**config.mk**
```make
export PLATFORM = sky130hd
export DESIGN_NAME = fetch_redirect_ctrl
export DESIGN_NICKNAME = d
export VERILOG_FILES = /design/src/rtl/fetch_redirect_ctrl.sv
export SDC_FILE = /design/constraint.sdc
export NUM_CORES = 1
export LEC_CHECK = 0
export CORE_AREA = 4 4 103 105
export DETAILED_ROUTE_END_ITERATION = 7
export DIE_AREA = 0 0 107 109
export DONT_BUFFER_PORTS = 1
export PLACE_DENSITY_LB_ADDON = 0.2
export SYNTH_ARGS = -nofsm -noshare
export SYNTH_HDL_FRONTEND = slang
export SYNTH_SLANG_ARGS = --single-unit
```
**constraint.sdc**
```tcl
create_clock -name clk_i -period 3.4 [get_ports clk_i]
set_input_delay 0.34 -clock clk_i [delete_from_list [all_inputs] [get_ports clk_i]]
set_output_delay 0.34 -clock clk_i [all_outputs]
set_load 0.1 [all_outputs]
```
**src/rtl/fetch_redirect_ctrl.sv**
```systemverilog
// Fetch sequencer: owns the fetch PC, keeps one IMEM request in flight, applies redirects
// and drops stale responses. Optional counters are enabled with the FETCH_STATS_EN define.

`ifndef size_X_LEN
`define size_X_LEN 32
`endif

module fetch_redirect_ctrl #(
    parameter int XLEN = `size_X_LEN
) (
    input  logic            clk_i,
    input  logic            reset_i,
    input  logic            enable_design,
    input  logic [XLEN-1:0] initial_pc_i,
    input  logic            jump_i,
    input  logic            branch_i,
    input  logic [XLEN-1:0] target_pc_i,
    input  logic            irq_prep_i,
    input  logic [XLEN-1:0] interrupt_vector_i,
    input  logic            mret_i,
    input  logic [XLEN-1:0] mepc_i,
    output logic            imem_req_valid_o,
    output logic [XLEN-1:0] imem_req_addr_o,
    input  logic            imem_req_ready_i,
    input  logic            imem_rsp_valid_i,
    input  logic [31:0]     imem_rsp_data_i,
    output logic            if_valid_o,
    output logic [XLEN-1:0] if_pc_o,
    output logic [31:0]     if_instr_o,
    input  logic            if_ready_i,
`ifdef FETCH_STATS_EN
    output logic [31:0]     stat_redirects_o,
    output logic [31:0]     stat_discards_o,
`endif
    output logic [1:0]      state_o
);

    typedef enum logic [1:0] {
        S_BOOT = 2'd0,
        S_REQ  = 2'd1,
        S_WAIT = 2'd2,
        S_HOLD = 2'd3
    } state_e;

    typedef struct packed {
        logic [XLEN-1:0] pc;
        logic [31:0]     instr;
    } if_slot_t;

    state_e          state_q, state_d;
    logic [XLEN-1:0] pc_q, pc_d;
    logic            stale_q, stale_d;
    if_slot_t        slot_q, slot_d;

    logic            redir;
    logic [XLEN-1:0] redir_pc;

    // Fixed priority: mret beats interrupt entry beats jump/branch.
    assign redir    = mret_i | irq_prep_i | jump_i | branch_i;
    assign redir_pc = mret_i     ? mepc_i :
                      irq_prep_i ? interrupt_vector_i :
                                   target_pc_i;

    always_ff @(posedge clk_i or posedge reset_i) begin
        if (reset_i) begin
            state_q <= S_BOOT;
            pc_q    <= '0;
            stale_q <= 1'b0;
            slot_q  <= '0;
        end else begin
            state_q <= state_d;
            pc_q    <= pc_d;
            stale_q <= stale_d;
            slot_q  <= slot_d;
        end
    end

    always_comb begin
        state_d = state_q;
        pc_d    = pc_q;
        stale_d = stale_q;
        slot_d  = slot_q;
        if (enable_design) begin
            unique case (state_q)
                S_BOOT: begin
                    pc_d    = initial_pc_i;
                    state_d = S_REQ;
                end
                S_REQ: begin
                    if (redir) pc_d = redir_pc;
                    // A request accepted alongside a redirect carried the old PC.
                    if (imem_req_ready_i) begin
                        state_d = S_WAIT;
                        stale_d = redir;
                    end
                end
                S_WAIT: begin
                    if (redir) pc_d = redir_pc;
                    if (!imem_rsp_valid_i) begin
                        if (redir) stale_d = 1'b1;
                    end else if (stale_q || redir) begin
                        stale_d = 1'b0;
                        state_d = S_REQ;
                    end else begin
                        stale_d      = 1'b0;
                        slot_d.pc    = pc_q;
                        slot_d.instr = imem_rsp_data_i;
                        state_d      = S_HOLD;
                    end
                end
                S_HOLD: begin
                    // Redirect wins over consume; the held instruction is dropped.
                    if (redir) begin
                        pc_d    = redir_pc;
                        state_d = S_REQ;
                    end else if (if_ready_i) begin
                        pc_d    = pc_q + XLEN'(4);
                        state_d = S_REQ;
                    end
                end
                default: state_d = S_BOOT;
            endcase
        end
    end

    assign imem_req_valid_o = enable_design && (state_q == S_REQ);
    assign imem_req_addr_o  = pc_q;
    assign if_valid_o       = (state_q == S_HOLD);
    assign if_pc_o          = slot_q.pc;
    assign if_instr_o       = slot_q.instr;
    assign state_o          = state_q;

`ifdef FETCH_STATS_EN
    logic        redir_take;
    logic        discard;
    logic [31:0] redirects_q;
    logic [31:0] discards_q;

    assign redir_take = enable_design && redir && (state_q != S_BOOT);
    assign discard    = enable_design && (state_q == S_WAIT) && imem_rsp_valid_i &&
                        (stale_q || redir);

    always_ff @(posedge clk_i or posedge reset_i) begin
        if (reset_i) begin
            redirects_q <= '0;
            discards_q  <= '0;
        end else begin
            if (redir_take) redirects_q <= redirects_q + 32'd1;
            if (discard)    discards_q  <= discards_q + 32'd1;
        end
    end

    assign stat_redirects_o = redirects_q;
    assign stat_discards_o  = discards_q;
`endif

endmodule

```
==> out/results.ini, run 1 <==
[outcome]
run_status=completed

[clock_tree]
cts.sinks=99
clk_pin_slew_ns=0.11
postCtsHoldBufs=0
cts-resized-gates=0
post_cts_buffers=0
cts_buffer_depth=2
htree_levels=3
cts_root_buf=clkbuf_8
numCtsBuffers=9
insertion_delay_ns=0.36
cts_tree=done

[yosys]
ys_ff_latch=99
ys.flop_type=dfrtp_1
synth.area.top_cells=dfrtp_1 43%, mux2_1 13%, mux2i_1 5.9%
synth_async_sr_flop_share_pct=100
yosys_warnings=0
synthDistinctLibCells=58
synth-edff-count=0
syn_inst=568
yosysTopAreaCell=dfrtp_1
syn_nets=743
syn_area_mm2=0.00573
synth_area_per_cell_um2=10.1
yosysSeqAreaShare_pct=43.2
synth.top_cell.area_share_pct=43.2

[worst_setup_path]
slowest_stage=and3_2
required_ns=3.64
path_cells=buf_4 > inv_1 > ha_1 > inv_1 > nor3_2 > and3_2 > buf_12 > mux2_1
cp_data_arrival_time_ns=2.89
crit_path_start_kind=flip-flop
end_kind=flip-flop
cpPeakStageDelay_ns=0.56
crit_fanout=48
critPathMostFrequentCell=inv_1
path_class=reg2reg

[floorplan]
core-area_mm2=0.00964
start_util_pct=59.4
fp.dieH_um=109
die-width_um=107
die-area_mm2=0.0117
ios=270
rows=36

[routing]
route.antenna.remaining_nets=0
top_layer_used=met4
wl_per_cell_um=23.9
wl_met3_um=1940
drc=0
drt_iter0_drc=337
wl_met2_um=8170
wl_met1_um=6700
vias=4712
vias_per_cell=6.58
routed_wl_um=17100
firstDrtPassIters=5

[sta]
finalHoldViolations=0
fmax_mhz=378
skew_ns=0.0138
rsz0062_at_grt=no
period_minus_slack_ns=2.65
drv_slew=0
finalSetupTns_ns=0
relSlewSlack_pct=28.0
timing.final.crit_share_pct=77.8
finalSetupViolations=0
tightest_slew_ns=1.08

[grt]
grt_antenna_before_repair=0
grt_pass1_wl_um=25600
first_global_vias=4613
grt_max_degree=90
grt_usage_pct=28.6
gr-total-overflow=0

[hold_path]
min_path_type=in2reg

[cells_and_area]
nFillCells=800
antenna_cells=0
final_nets=753
fin_cells=716
drive_gt1_share_pct=12.2
area_growth_syn_to_layout_pct=7.53

[power_and_ir_drop]
power.leakage_nw=2.93
peakVddDrop_uv=741
totalPowerFinal_mw=5.80
power_density_mw_per_mm2=942

[placed_design]
gp_congestion=0.889
dp_cells=700
dp_hpwl_um=13100
portBuffers=0

[flow_run]
maxCapViolCount=0

registers in the layout, indices dropped and copies added, names as in the netlist:
name             count
if_instr_o          32
state_o              2
if_pc_o             32
imem_req_addr_o     32
stale_q              1
layer usage:
layer,vias up,track usage [%]
li1,2120,-
met1,2292,36.9
met2,279,46.6
met3,21,9.24
met4,0,7.85
met5,-,0
kinds of logic after synthesis:
| group | after synthesis | share of synthesized area [%] |
|---|---|---|
| AO/OA/AOI/OAI | 150 | 17.3 |
| XOR/XNOR | 5 | 0.764 |
| adder cells (fa/ha/maj) | 5 | 1.09 |
| buffers and inverters | 52 | 4.89 |
| flip-flops | 99 | 43.2 |
| multiplexers | 106 | 20.1 |
| AND/OR/NAND/NOR | 151 | 12.6 |
critical path, delay by kind of cell (launching register included):
kind          cells  cell delay [ns]
buf+inv           4             0.78
simple gates      2             0.74
mux               1             0.37
flops             1             0.40
fa+ha+maj         1             0.21
cell usage in the layout, fill, tap and decap left out, types with 4 or more instances in the layout:
| cell type | count |
|---|---|
| dfrtp_1 | 99 |
| nand2_1 | 69 |
| mux2_1 | 64 |
| o21ai_0 | 55 |
| buf_4 | 39 |
| mux2i_1 | 34 |
| nor2_1 | 25 |
| a21oi_1 | 17 |
| nand4_1 | 12 |
| o31ai_1 | 11 |
| nand3_1 | 10 |
| inv_1 | 10 |
| clkbuf_8 | 9 |
| mux2_2 | 8 |
| a221oi_1 | 8 |
| and3_1 | 7 |
| o21ai_1 | 6 |
| and2_1 | 6 |
| nor3_1 | 6 |
| a31oi_1 | 5 |
| o31a_1 | 5 |
| nor2b_1 | 4 |
| o2111ai_1 | 4 |
| o21a_1 | 4 |
| xor2_1 | 4 |
| ha_1 | 4 |
| clkinv_4 | 4 |
report_power, final:
group          internal (mW)  switching, mW  leakage [nW]
Sequential              1.39          0.576          1.33
Clock                  0.283          0.445        0.0945
Combinational          0.719           2.39          1.51
cell usage after synthesis (10+ instances only):
cell,instances
dfrtp_1,99
nand2_1,69
mux2_1,64
o21ai_0,55
mux2i_1,34
nor2_1,25
clkbuf_1,22
a21oi_1,17
nand4_1,12
inv_1,11
o31ai_1,11
buf_6,10
nand3_1,10
final timing paths:
kind | depth (start not counted) | endpoint | slack, ns | start
max reg2reg | 8 | if_instr_o[27] | 0.75 | state_o[0]
max | 8 | if_instr_o[27] | 0.75 | state_o[0]
min | 1 | if_instr_o[17] | 0.10 | imem_rsp_data_i[17]
min in group asynchronous | 1 | if_instr_o[13] | 0.11 | reset_i
min reg2reg | 2 | state_o[1] | 0.59 | state_o[1]
max in group asynchronous | 2 | imem_req_addr_o[13] | 2.50 | reset_i
metrics by stage:
stage,hold slack (ns),utilization (%),instance area (um^2),worst slack (ns)
2_1_floorplan,0.475,-,5730,0.179
3_3_place_gp,0.476,62.0,5980,0.919
3_5_place_dp,0.479,62.0,5980,0.800
4_1_cts,0.0884,63.9,6160,0.774
5_1_grt,0.0778,63.9,6160,0.653
6_report,0.104,63.9,6160,0.754
layout make-up:
cell class                      instances  area [um^2]  share of cell area, %
Tap cell                              133          166                   2.70
Timing Repair Buffer                   40          313                   5.08
Clock inverter                          6         57.6                  0.934
Inverter                               11         43.8                  0.711
Clock buffer                           10          128                   2.07
Sequential cell                        99         2480                   40.2
Multi-Input combinational cell        417         2980                   48.3
Power figures use the tool's default switching activity.
==> run 2: changes to the inputs <==
==> constraint.sdc (replaced) <==
create_clock -name clk_i -period 2.45 [get_ports clk_i]
set_input_delay 0.245 -clock clk_i [delete_from_list [all_inputs] [get_ports clk_i]]
set_output_delay 0.245 -clock clk_i [all_outputs]
set_load 0.1 [all_outputs]
==> out/results.ini, run 2 (synthesis results as in run 1) <==
[routing]
vias=4901
drt_iter0_drc=349
drc=0
vias_per_cell=6.51
routed_wl_um=18100
firstDrtPassIters=5
wl_per_cell_um=24.0
route.antenna.remaining_nets=0

[sta]
timing.final.crit_share_pct=91.9
finalSetupTns_ns=0
skew_ns=0.0162
finalSetupViolations=0
tightest_slew_ns=0.951
drv_slew=0
rsz0062_at_grt=no
finalHoldViolations=0
relSlewSlack_pct=36.6
holdWs_ns=0.0150
period_minus_slack_ns=2.25
fmax_mhz=444

[floorplan]
fp.dieH_um=109
core-area_mm2=0.00964
die-width_um=107
die-area_mm2=0.0117
ios=270
start_util_pct=59.4
rows=36

[grt]
first_global_vias=4914
gr-total-overflow=0
grt_usage_pct=30.2
grt_pass1_wl_um=27000
grt_max_degree=53
grt_antenna_before_repair=0

[placed_design]
dp_hpwl_um=13600
dp_cells=714
portBuffers=0
gp_congestion=0.925

[worst_setup_path]
reg2regPathDepth=7
worst_path_dominant_cell_family=compound AO/OA/AOI/OAI gates
path_class=reg2reg
crit_fanout=23
path_cells=inv_1 > ha_2 > o21ai_1 > nand2_1 > buf_4 > o21ai_0 > o311ai_0
end_kind=flip-flop
cp_data_arrival_time_ns=2.47
path_depth=7
cpPeakStageDelay_ns=0.47
required_ns=2.67
slowest_stage=dfrtp_2
worst-path-buf-inv=2
crit_path_start_kind=flip-flop

[clock_tree]
cts.sinks=99
htree_levels=3
cts_buffer_depth=2
postCtsHoldBufs=14
insertion_delay_ns=0.37
cts-resized-gates=0
clk_pin_slew_ns=0.11
cts_tree=done
post_cts_buffers=0
cts_root_buf=clkbuf_8
numCtsBuffers=9

[cells_and_area]
fin_util_pct=67.8
regArea_mm2=0.00249
drive_gt1_share_pct=16.0
fin_cells=753
multiInputGateArea_mm2=0.00299
antenna_cells=0
most-common-layout-cells=86 x dfrtp_1, 69 x nand2_1, 64 x mux2_1
final_nets=790
area_growth_syn_to_layout_pct=14.1
layout_commonest_cell=dfrtp_1
nFillCells=789

[power_and_ir_drop]
power_density_mw_per_mm2=1260
peakVddDrop_uv=1040
power.leakage_nw=3.08

[hold_path]
min_path_type=in2reg
hold_depth=1

[flow_run]
maxCapViolCount=0

[outcome]
run_status=completed

## run 2: cell count changes in the layout (fill, tap and decap cells not counted)
cell / change
buf_12: +1
buf_4: +13
clkinvlp_4: +1
dfrtp_1: -13
dfrtp_2: +13
dlygate4sd3_1: +23
ha_1: -1
ha_4: +1
inv_4: -1
## run 2: through the flow
stage	cell area, um^2	power [mW]	setup slack [ns]
global route	6540	8.60	0.0977
floorplan	5760	6.08	0.00876
detailed placement	6120	7.17	0.280
finish	6540	8.21	0.198
global placement	6120	7.11	0.388
CTS	6450	8.19	0.246
## run 2: power by group
part           total (mW)  internal (mW)  switching (mW)
clock                1.00          0.392           0.612
sequential           2.56           1.95           0.609
combinational        4.65           1.11            3.53
## run 2: metal layers
| metal | vias up | part of all wire (%) | GRT usage, % |
|---|---|---|---|
| met5 | - | 0 | 0 |
| met4 | 0 | 2.4 | 10.0 |
| met3 | 30 | 11 | 9.95 |
| met2 | 302 | 48 | 50.0 |
| met1 | 2364 | 38 | 37.6 |
| li1 | 2205 | - | - |
## run 2: area by class of cell
type	instances	share of cell area [%]
Inverter	11	0.689
Tap cell	133	2.54
Timing Repair Buffer	77	10.1
Clock buffer	10	1.95
Sequential cell	99	38.1
Clock inverter	6	0.880
Multi-Input combinational cell	417	45.7
## run 2: worst paths after layout
kind	to	slack, ns	startpoint
min in group asynchronous	if_instr_o[12]	0.47	reset_i
hold reg to reg	state_o[1]	0.60	state_o[1]
setup / recovery	imem_req_addr_o[15]	0.20	state_o[1]
max in group asynchronous	imem_req_addr_o[2]	1.29	reset_i
hold / removal	if_instr_o[15]	0.02	imem_rsp_data_i[15]
setup reg to reg	imem_req_addr_o[15]	0.20	state_o[1]
==> run 3: changes to the inputs <==
--- a/config.mk
+++ b/config.mk
@@ -5,9 +5,9 @@
 export SDC_FILE = /design/constraint.sdc
 export NUM_CORES = 1
 export LEC_CHECK = 0
-export CORE_AREA = 4 4 103 105
+export CORE_AREA = 2 2 104 106
 export DETAILED_ROUTE_END_ITERATION = 7
-export DIE_AREA = 0 0 107 109
+export DIE_AREA = 0 0 106 108
 export DONT_BUFFER_PORTS = 1
 export PLACE_DENSITY_LB_ADDON = 0.2
 export SYNTH_ARGS = -nofsm -noshare
==> out/results.ini, run 3 (synthesis results as in run 1) <==
[sta]
finalSetupTns_ns=0
timing.final.crit_share_pct=89.0
fmax_mhz=459
skew_ns=0.0179
finalSetupViolations=0
relSlewSlack_pct=36.2
rsz0062_at_grt=no
drv_slew=0
finalHoldViolations=0
period_minus_slack_ns=2.18
tightest_slew_ns=0.957
setup_slack_ns=0.269

[clock_tree]
cts_root_buf=clkbuf_8
cts.sinks=99
cts-resized-gates=0
htree_levels=3
cts_buffer_depth=2
numCtsBuffers=9
postCtsHoldBufs=29
insertion_delay_ns=0.38
post_cts_buffers=0
clk_pin_slew_ns=0.10
cts_tree=done

[flow_run]
maxCapViolCount=0

[floorplan]
die-area_mm2=0.0114
start_util_pct=56.0
rows=37
die-width_um=106
fp.dieH_um=108
core-area_mm2=0.0102
ios=270

[cells_and_area]
layout_commonest_cell=dfrtp_1
drive_gt1_share_pct=16.2
design_area_mm2=0.00663
area_growth_syn_to_layout_pct=15.7
fin_cells=765
antenna_cells=0
final_nets=799
most-common-layout-cells=86 x dfrtp_1, 69 x nand2_1, 64 x mux2_1

[routing]
vias_per_cell=6.42
drc=0
firstDrtPassIters=5
wl_per_cell_um=22.3
routed_wl_um=17000
drt_iter0_drc=390
vias=4915
route.antenna.remaining_nets=0

[power_and_ir_drop]
peakVddDrop_uv=866
power_density_mw_per_mm2=1250
totalPowerFinal_mw=8.28
power.leakage_nw=3.12

[hold_path]
min_path_type=in2reg

[grt]
first_global_vias=4668
grt_antenna_before_repair=0
gr-total-overflow=0
grt_usage_pct=29.7
grt_pass1_wl_um=25900
grt_max_degree=40

[placed_design]
dp_hpwl_um=13000
dp_slack_ns=0.330
gp_congestion=0.930
portBuffers=0
dp_cells=720
placed_area_mm2=0.00615

[worst_setup_path]
crit_path_start_kind=flip-flop
required_ns=2.75
cp_data_arrival_time_ns=2.48
path_class=reg2reg
crit_fanout=10
end_kind=flip-flop

[outcome]
run_status=completed

==> run 3: per-layer routing <==
| metal | GRT usage (%) | vias up | routed length (um) |
|---|---|---|---|
| met5 | 0 | - | 0 |
| met4 | 10.7 | 0 | 437 |
| met3 | 7.90 | 40 | 1740 |
| met2 | 48.8 | 330 | 8290 |
| met1 | 38.1 | 2319 | 6570 |
| li1 | - | 2226 | - |
==> run 3: critical path, cell delays in order (launching register included) <==
cell	delay, ns
dfrtp_2	0.42
inv_1	0.08
ha_1	0.35
o21ai_1	0.32
and2_1	0.43
buf_4	0.24
o21ai_0	0.09
o22ai_1	0.16
==> run 3: area by class of cell <==
class,count,area [um^2]
Clock buffer,9,124
Clock inverter,7,70.1
Fill cell,813,3600
Inverter,11,45.0
Multi-Input combinational cell,417,2990
Sequential cell,99,2490
Tap cell,136,170
Timing Repair Buffer,86,743
==> run 3: path summary, 6_finish.rpt <==
path                            cells past startpoint  slack [ns]            endpoint                 from
max in group asynchronous                           3        1.24       if_instr_o[2]              reset_i
worst max register to register                      7        0.27  imem_req_addr_o[5]           state_o[0]
worst min register to register                      2        0.57             stale_q              stale_q
min in group asynchronous                           2        0.38  imem_req_addr_o[7]              reset_i
worst min-delay path                                1        0.02      if_instr_o[31]  imem_rsp_data_i[31]
worst max-delay path                                7        0.27  imem_req_addr_o[5]           state_o[0]
==> run 3: power breakdown <==
group          switching (mW)  internal (mW)
Sequential              0.599           1.95
Combinational            3.55           1.15
Clock                   0.637          0.398
==> run 3: metrics by stage <==
stage / hold slack, ns / util, %
CTS: 0.000955 / 64.8
global route: 0.00350 / 64.8
floorplan: 0.380 / -
detailed placement: 0.192 / 60.1
global placement: 0.190 / 60.1
finish: 0.0152 / 64.8
